--- src/rtl/multiword_add_pkg.sv ---
// Shared definitions for the multi-word add/subtract controller:
// FSM state encodings and word-counter sizing.
package multiword_add_pkg;

  typedef enum logic [1:0] {
    IDLE = 2'd0,
    ADD  = 2'd1,
    DONE = 2'd2
  } state_e;

  // One counter bit is kept even for a single-word operand.
  function automatic int cnt_width(input int words);
    return (words > 1) ? $clog2(words) : 1;
  endfunction

endpackage

--- src/rtl/cl_adder_w_cin.sv ---
// Width-bit carry-lookahead adder slice with carry-in and carry-out.
// Every carry is expanded directly from generate/propagate terms.
module cl_adder_w_cin #(
  parameter int Width = 4
) (
  input  logic [Width-1:0] a_i,
  input  logic [Width-1:0] b_i,
  input  logic             carry_i,
  output logic [Width-1:0] sum_o,
  output logic             carry_o
);

  logic [Width-1:0] gen_s;
  logic [Width-1:0] prop_s;
  logic [Width:0]   carry_s;

  assign gen_s  = a_i & b_i;
  assign prop_s = a_i ^ b_i;

  // carry[i+1] = g[i] | p[i]g[i-1] | ... | p[i]..p[0]cin
  always_comb begin
    logic pp;
    logic cc;
    carry_s    = '0;
    carry_s[0] = carry_i;
    for (int i = 0; i < Width; i++) begin
      cc = gen_s[i];
      pp = prop_s[i];
      for (int j = i - 1; j >= 0; j--) begin
        cc = cc | (pp & gen_s[j]);
        pp = pp & prop_s[j];
      end
      carry_s[i+1] = cc | (pp & carry_i);
    end
  end

  assign sum_o   = prop_s ^ carry_s[Width-1:0];
  assign carry_o = carry_s[Width];

endmodule

--- src/rtl/multiword_add_ctrl.sv ---
// Serial multi-word adder/subtractor: one Width-bit slice processes one word
// per cycle, least-significant first, behind a valid/ready handshake.
module multiword_add_ctrl
  import multiword_add_pkg::*;
#(
  parameter int Width = 4,
  parameter int Words = 4
) (
  input  logic                   clk_i,
  input  logic                   rst_ni,
  input  logic                   in_valid_i,
  output logic                   in_ready_o,
  input  logic [Width*Words-1:0] a_i,
  input  logic [Width*Words-1:0] b_i,
  input  logic                   carry_i,
  input  logic                   sub_i,
  output logic                   out_valid_o,
  input  logic                   out_ready_i,
  output logic [Width*Words-1:0] result_o,
  output logic                   carry_o,
  output logic                   busy_o
);

  localparam int TotW = Width * Words;
  localparam int CntW = cnt_width(Words);
  localparam logic [CntW-1:0] LastCnt = CntW'(Words - 1);

  state_e           state_r;
  state_e           state_s;
  logic [TotW-1:0]  a_r;
  logic [TotW-1:0]  b_r;
  logic [TotW-1:0]  result_r;
  logic             sub_r;
  logic             carry_r;
  logic             carry_out_r;
  logic [CntW-1:0]  cnt_r;

  logic             accept_s;
  logic             last_word_s;
  logic [Width-1:0] a_word_s;
  logic [Width-1:0] b_word_s;
  logic [Width-1:0] b_oper_s;
  logic [Width-1:0] sum_s;
  logic             slice_cout_s;

  assign accept_s    = in_valid_i && (state_r == IDLE);
  assign last_word_s = (cnt_r == LastCnt);

  // Select the operand words addressed by the word counter.
  always_comb begin
    a_word_s = '0;
    b_word_s = '0;
    for (int w = 0; w < Words; w++) begin
      if (cnt_r == CntW'(w)) begin
        a_word_s = a_r[w*Width +: Width];
        b_word_s = b_r[w*Width +: Width];
      end else begin
        a_word_s = a_word_s;
        b_word_s = b_word_s;
      end
    end
  end

  assign b_oper_s = sub_r ? ~b_word_s : b_word_s;

  cl_adder_w_cin #(
    .Width (Width)
  ) u_slice (
    .a_i     (a_word_s),
    .b_i     (b_oper_s),
    .carry_i (carry_r),
    .sum_o   (sum_s),
    .carry_o (slice_cout_s)
  );

  // FSM state register.
  always_ff @(posedge clk_i or negedge rst_ni) begin
    if (!rst_ni) begin
      state_r <= IDLE;
    end else begin
      state_r <= state_s;
    end
  end

  // FSM next-state logic.
  always_comb begin
    state_s = state_r;
    case (state_r)
      IDLE: begin
        if (accept_s) state_s = ADD;
        else          state_s = IDLE;
      end
      ADD: begin
        if (last_word_s) state_s = DONE;
        else             state_s = ADD;
      end
      DONE: begin
        if (out_ready_i) state_s = IDLE;
        else             state_s = DONE;
      end
      default: state_s = IDLE;
    endcase
  end

  // Operand capture, word sequencing and result accumulation.
  // The carry register is seeded at accept so word 0 sees carry_i (add) or 1 (sub).
  always_ff @(posedge clk_i or negedge rst_ni) begin
    if (!rst_ni) begin
      a_r         <= '0;
      b_r         <= '0;
      sub_r       <= 1'b0;
      carry_r     <= 1'b0;
      cnt_r       <= '0;
      result_r    <= '0;
      carry_out_r <= 1'b0;
    end else begin
      case (state_r)
        IDLE: begin
          if (accept_s) begin
            a_r         <= a_i;
            b_r         <= b_i;
            sub_r       <= sub_i;
            carry_r     <= sub_i ? 1'b1 : carry_i;
            cnt_r       <= '0;
            result_r    <= '0;
            carry_out_r <= 1'b0;
          end
        end
        ADD: begin
          for (int w = 0; w < Words; w++) begin
            if (cnt_r == CntW'(w)) result_r[w*Width +: Width] <= sum_s;
          end
          carry_r <= slice_cout_s;
          if (last_word_s) carry_out_r <= slice_cout_s;
          else             cnt_r       <= cnt_r + CntW'(1);
        end
        default: begin
          cnt_r <= cnt_r;
        end
      endcase
    end
  end

  assign in_ready_o  = (state_r == IDLE);
  assign out_valid_o = (state_r == DONE);
  assign busy_o      = (state_r != IDLE);
  assign result_o    = result_r;
  assign carry_o     = carry_out_r;

endmodule

--- config.mk ---
export PLATFORM = sky130hd
export DESIGN_NAME = multiword_add_ctrl
export DESIGN_NICKNAME = d
export VERILOG_FILES = /design/src/rtl/multiword_add_pkg.sv /design/src/rtl/cl_adder_w_cin.sv /design/src/rtl/multiword_add_ctrl.sv
export SDC_FILE = /design/constraint.sdc
export NUM_CORES = 1
export LEC_CHECK = 0
export CAP_MARGIN = 20
export CORE_MARGIN = 8
export CORE_UTILIZATION = 50
export DETAILED_ROUTE_END_ITERATION = 8
export GPL_TIMING_DRIVEN = 0
export PLACE_DENSITY = 0.76
export SLEW_MARGIN = 20
export SYNTH_ARGS = -nofsm -noshare
export SYNTH_HDL_FRONTEND = slang
export SYNTH_SLANG_ARGS = --single-unit
--- constraint.sdc ---
create_clock -name clk_i -period 5.2 [get_ports clk_i]
set_clock_uncertainty 0.1 [all_clocks]
set_input_delay 1.3 -clock clk_i [delete_from_list [all_inputs] [get_ports clk_i]]
set_output_delay 1.3 -clock clk_i [all_outputs]
set_load 0.005 [all_outputs]
# Word level (Yosys, flattened, before mapping)

Index checks and enable logic that the tools add are counted.
W data, S select, Z words.

Register bits: 55

Add/subtract/negate cells: 1
Eq/ne operators: 11
Muxes and demuxes: 28
Bitwise gates (word level): 30
Reduce and logical (&&, ||, !) cells: 12

Operators with widths:

| operator              | count |
|---|---|
| $mux W4               | 13 |
| $pmux W16 S2          | 1 |
| $and A1 B1 Y1         | 16 |
| $mux W16              | 1 |
| $reduce_and A3 Y1     | 5 |
| $ne A2 B2 Y1 const B  | 5 |
| $or A1 B1 Y1          | 10 |
| $mux W2               | 4 |
| $xor A4 B4 Y4         | 2 |
| $eq A2 B2 Y1 const B  | 3 |
| $pmux W2 S3           | 1 |
| $mux W1               | 5 |
| $and A4 B4 Y4         | 1 |
| $eq A2 B1 Y1 const B  | 2 |
| $logic_not A2 Y1      | 2 |
| $not A4 Y4            | 1 |
| $pmux W1 S2           | 2 |
| $pmux W2 S2           | 1 |
| $reduce_and A2 Y1     | 2 |
| $reduce_bool A2 Y1    | 2 |
| $add A2 B1 Y2 const B | 1 |
| $ne A2 B1 Y1 const B  | 1 |
| $logic_and A1 B1 Y1   | 1 |

# Depth between registers and ports, before layout

Depth in word-level cells: 15
Gate-level depth with buffers: 12
Gate-level depth less buffers: 11

# By module

A second synthesis with hierarchy kept.

Cells, all modules: 209
Area, all modules: 2,617.5 um2

By module, submodules not included:

| module             | instances | cells each | area an instance (um2) | seq. area each (um2) |
|---|---|---|---|---|
| multiword_add_ctrl | 1         | 192        | 2,469.9                | 1,376.3 |
| cl_adder_w_cin     | 1         | 17         | 147.6                  | 0.0 |

# Worst setup path after synthesis

OpenSTA, ideal clock, no wires.

Path type: register to register
Start point: reg cnt_r[0]
End point: reg result_r[14] (netlist: result_o[14])
Library setup time: 0.122 ns
Arrival time: 2.538 ns
Setup slack: 2.440 ns
Stages on the path, launching flop included: 13
Cells stage by stage: dfrtp_1 > inv_1 > ha_1 > nor2b_4 > buf_6 > a221o_1 > a22oi_2 > xnor2_1 > ha_1 > a21o_1 > a21oi_1 > xnor2_1 > a32o_1

Longest elaborated chain between the ends: 14
Elaborated cells between the ends (all ways): 26
Those cells by class: 4 x eq/ne; 11 x mux; 9 x bitwise; 2 x reduce/logical

Ends and longest elaborated chain:

| item                                                  | RTL line                                   | RTL |
|---|---|---|
| start: declaration                                    | multiword_add_ctrl.sv:36                   | `logic [CntW-1:0] cnt_r;` |
| start signal: assignment                              | multiword_add_ctrl.sv:135                  | `else cnt_r <= cnt_r + CntW'(1);` |
| start signal: assignment                              | multiword_add_ctrl.sv:138                  | `cnt_r <= cnt_r;` |
| $logic_not A2 Y1                                      | multiword_add_ctrl.sv:54                   | `if (cnt_r == CntW'(w)) begin` |
| $mux W4 (4 in a row)                                  | multiword_add_ctrl.sv:54                   |  |
| $not A4 Y4                                            | multiword_add_ctrl.sv:64                   | `assign b_oper_s = sub_r ? ~b_word_s : b_word_s;` |
| $mux W4                                               | multiword_add_ctrl.sv:64                   |  |
| $xor A4 B4 Y4 / $and A4 B4 Y4 (equally long branches) | cl_adder_w_cin.sv:18, cl_adder_w_cin.sv:17 |  |
| $and A1 B1 Y1, on equally long branches               | cl_adder_w_cin.sv:30, cl_adder_w_cin.sv:31 |  |
| $or A1 B1 Y1 / $and A1 B1 Y1 (equally long branches)  | cl_adder_w_cin.sv:30, cl_adder_w_cin.sv:33 |  |
| $or A1 B1 Y1                                          | cl_adder_w_cin.sv:33                       | `carry_s[i+1] = cc \| (pp & carry_i);` |
| $xor A4 B4 Y4                                         | cl_adder_w_cin.sv:37                       | `assign sum_o = prop_s ^ carry_s[Width-1:0];` |
| $mux W4                                               | multiword_add_ctrl.sv:131                  | `if (cnt_r == CntW'(w)) result_r[w*Width +: Width] <= sum_s;` |
| $pmux W16 S2                                          | multiword_add_ctrl.sv:117                  | `case (state_r)` |
| end signal: indexed assignment                        | multiword_add_ctrl.sv:131                  |  |
| end: declaration                                      | multiword_add_ctrl.sv:32                   | `logic [TotW-1:0] result_r;` |

Parallel ways exist; a longest one is shown, timed or not. The select of a mux whose other input is x is not followed.
A chain may end at the register's enable or synchronous reset.

# Worst setup path in the final report

Start point: reg cnt_r[0]
End point: reg result_r[11] (netlist: result_o[11])

Longest elaborated chain between the ends: 15
Elaborated cells between the ends (all ways): 29
Those cells by class: 4 x eq/ne; 11 x mux; 12 x bitwise; 2 x reduce/logical

Ends and longest elaborated chain:

| item                                                  | RTL line                                   | RTL |
|---|---|---|
| $logic_not A2 Y1                                      | multiword_add_ctrl.sv:54                   |  |
| $mux W4 (4 in a row)                                  | multiword_add_ctrl.sv:54                   |  |
| $not A4 Y4                                            | multiword_add_ctrl.sv:64                   |  |
| $mux W4                                               | multiword_add_ctrl.sv:64                   |  |
| $xor A4 B4 Y4 / $and A4 B4 Y4 (equally long branches) | cl_adder_w_cin.sv:18, cl_adder_w_cin.sv:17 |  |
| $and A1 B1 Y1, on equally long branches               | cl_adder_w_cin.sv:30, cl_adder_w_cin.sv:31 |  |
| $or A1 B1 Y1, or another cell as far along            | cl_adder_w_cin.sv:30                       | `cc = cc \| (pp & gen_s[j]);` |
| $or A1 B1 Y1 / $and A1 B1 Y1 (equally long branches)  | cl_adder_w_cin.sv:30, cl_adder_w_cin.sv:33 |  |
| $or A1 B1 Y1                                          | cl_adder_w_cin.sv:33                       |  |
| $xor A4 B4 Y4                                         | cl_adder_w_cin.sv:37                       |  |
| $mux W4                                               | multiword_add_ctrl.sv:131                  |  |
| $pmux W16 S2                                          | multiword_add_ctrl.sv:117                  |  |

Parallel ways exist; a longest one is shown, timed or not. The select of a mux whose other input is x is not followed.

==> results.md <==
| Quantity | Reported |
| --- | --- |
| Wire length per cell after detailed routing | 14.5 um |
| Antenna violations before repair | 0 |
| Clock latency at the later pin of the worst-skew pair | 0.31 ns |
| Hold Buf Count CTS | 0 |
| Status | finished, final reports clean |
| Cell leakage power | 0.00170 uW |
| Number of buffers created by CTS | 5 |
| Total design power | 2390 uW |
| Pwr Density | 691 nW/um2 |
| Max-cap violation count | 0 |
| Router iterations before antenna repair | 4 |
| Number of flops mapped to enable cells by yosys | 0 |
| Number of nets at the end of the flow | 406 |
| Count of buffers from port buffering | 57 |
| Maximum resistive drop on vdd | 362 uV |
| Arrival time of the worst setup path | 3.30 ns |
| Standard cell core area | 5140 um2 |
| Commonest cells in the synthesized netlist | 118 x nand2_1, 55 x dfrtp_1, 12 x o21ai_0, 10 x buf_2, 10 x nor2_1 |
| Post-synthesis compound-gate area fraction | 0.129 |
| Arithmetic-cell share of the synthesized area counting full adders, half adders and majority gates | 0.0493 |
| Number of levels the H-tree was split into | 2 |
| Avg Cell Area, Syn | 9.16 um2 |
| HPWL Detailed | 4810 um |
| Timing-limited maximum frequency | 0.310 GHz |
| Synthesized-area fraction occupied by xor and xnor cells | 0.0260 |
| Via count of the first global-routing pass | 2,297 |
| Most frequently used cell type in the post-synthesis netlist | nand2_1 |
| Synth top area cells | dfrtp_1 51%, nand2_1 16%, ha_1 4.2%, o21ai_0 2.2%, o31ai_1 2.2% |
| Type of the worst setup path | register to register |
| Total I/O pin count | 58 |
| YS warnings | 0 |
| Period minus WS final | 3.23 ns |
| Total congestion overflow | 0 |
| DRC violation total after the first TritonRoute iteration | 57 |
| Synth-to-layout area growth | 28.7% |
| RSZ-0062 raised after global routing | false |
| Starting utilization of the core area | 0.524 |
| Number of filler cells placed in the layout | 468 |
| Max FO, Critical Path | 10 |
| Global-route wire length before repair | 10,500 um |
| Area share of the largest cell type after synthesis | 0.511 |
| Count of instances resized after the clock tree is built | 0 |
| Total number of vias | 2,191 |
| Final Worst Setup Slack | 1.97 ns |
| Critical path required time | 5.28 ns |
| Worst Setup End Kind | register |
| CTS Sinks | 55 |
| Headroom to the max-slew limit | 0.557 |
| Reg clk slew, reported paths | 0.09 ns |
| Maximum number of pins on one net before global-route repair | 56 |
| Min-delay worst type | register to register |
| Worst slack, placed | 1.95 ns |
| Top flip-flop cell by instance count after synthesis | dfrtp_1 |
| Transition time of the tightest slew-check pin | 0.665 ns |
| Final hold violations | 0 |
| Total GRT Usage | 0.171 |
| Drt via density | 5.11 |
| Async S/R FF share, synth | 1.00 |
| CTS tree | done |
| Worst hold-check slack | 0.387 ns |
| Mapped cell area | 2690 um2 |
| Area enclosed by the die boundary | 7990 um2 |
| Post-route ant nets | 0 |
| Mux share of post-synthesis cell area | 0.0242 |
| Share of synthesized cell area in and, or, nand and nor gates | 0.214 |
| Syn_nets | 342 |
| Final-layout setup total negative slack | 0 ns |
| Combinational family with the most area after synthesis | simple AND/OR/NAND/NOR gates |
| Routability congestion estimate | 0.829 |
| Clock root cell | clkbuf_8 |
| Cell variety after synth | 38 |
| Flop and latch count out of synthesis | 55 |
| # Post-CTS Setup Buffers | 0 |
| Final Max Slew Viols | 0 |
| Final wirelength | 6220 um |
| Count of endpoints failing setup in the final report | 0 |
| Final period util | 0.620 |
| Maximum buffer depth of the clock tree | 2 |
| Largest area contributor in the netlist | dfrtp_1 |
| Post-synthesis sequential area ratio | 0.511 |
| Number of DRC violations after detailed routing | 0 |
| Die Ht | 89.4 um |
| Diodes inserted | 0 |
| Mapped Cells | 294 |
| Type of element launching the critical path | register |
| Number of placement rows | 26 |
| Share of layout cells above drive strength 1 | 0.0836 |
| Width of the die | 89.4 um |
-- through the flow --
| stage | cells | area, um2 | utilization |
|---|---|---|---|
| after CTS | 429 | 3470 | 0.674 |
| after global routing | 429 | 3470 | 0.674 |
| final | 429 | 3470 | 0.674 |
| after global placement | 421 | 3350 | 0.652 |
| after detailed placement | 421 | 3350 | 0.651 |
| after floorplan | 294 | 2690 | - |
-- area by class of cell --
| cell class | count | area [um2] | area share |
|---|---|---|---|
| Clock buffer | 6 | 82.6 | 0.0238 |
| Tap cell | 70 | 87.6 | 0.0253 |
| Timing Repair Buffer | 57 | 568 | 0.164 |
| Buffer | 16 | 87.6 | 0.0253 |
| Clock inverter | 2 | 35.0 | 0.0101 |
| Inverter | 10 | 37.5 | 0.0108 |
| Sequential cell | 55 | 1380 | 0.397 |
| Multi-Input combinational cell | 213 | 1190 | 0.344 |
-- flip-flops by register name (all words and copies together), names as in the netlist --
register and cells:
result_o 16, cnt_r 2, state_r 2, carry_r 1, a_r 16, b_r 16, sub_r 1, carry_o 1
-- metal layers --
metal  vias to the layer above  part of all wire  track usage
met5                         -                 0            0
met4                         0             0.014       0.0498
met3                        11             0.053       0.0368
met2                        59              0.49        0.285
met1                      1030              0.44        0.216
li1                       1091                 -            -
-- logic make-up after synthesis --
group / after synthesis
AOI/OAI and AO/OA: 48
muxes: 6
xor gates and xnor gates: 8
and+or+nand+nor: 141
adders and majority gates: 10
buffers and inverters: 26
DFF: 55
-- worst paths after layout --
kind	slack, ns	cells past startpoint	to	start
setup / recovery	1.97	12	result_o[11]	cnt_r[0]
hold / removal	0.39	2	a_r[4]	a_r[4]
setup reg to reg	1.97	12	result_o[11]	cnt_r[0]
hold reg to reg	0.39	2	a_r[4]	a_r[4]
max in group asynchronous	3.64	1	b_r[5]	rst_ni
min in group asynchronous	0.92	1	result_o[11]	rst_ni
-- cell usage in the layout (no fill, tap or decap), drive strengths merged, types with 2 or more instances in the layout --
cell type and instances:
inv 10, xor2 5, nand2b 3, xnor2 3, a32o 3, nand2 119
a21oi 6, ha 9, dfrtp 55, o21ai 13, clkdlybuf4s50 56, nor2b 4
nand3b 2, mux2i 2, a221oi 6, a22oi 2, nor2 10, mux2 4
a21o 5, o31ai 8, clkbuf 10, buf 13
-- power by group --
part,leakage (uW),switching (uW),internal (uW),total [uW]
Clock,0.0000612,131,156,287
Sequential,0.000694,106,622,728
Combinational,0.000947,767,611,1380
-- worst max-delay path, cell delays in order, from the launching register on --
cell and delay, ns:
dfrtp_1 0.43, inv_1 0.10, ha_1 0.16, clkbuf_1 0.41
inv_1 0.27, nor2_1 0.17, o31ai_1 0.09, xor2_1 0.17
ha_1 0.35, a41o_1 0.25, a21oi_1 0.18, xnor2_1 0.25
o21ai_0 0.16
(Power assumes the default switching activity.)
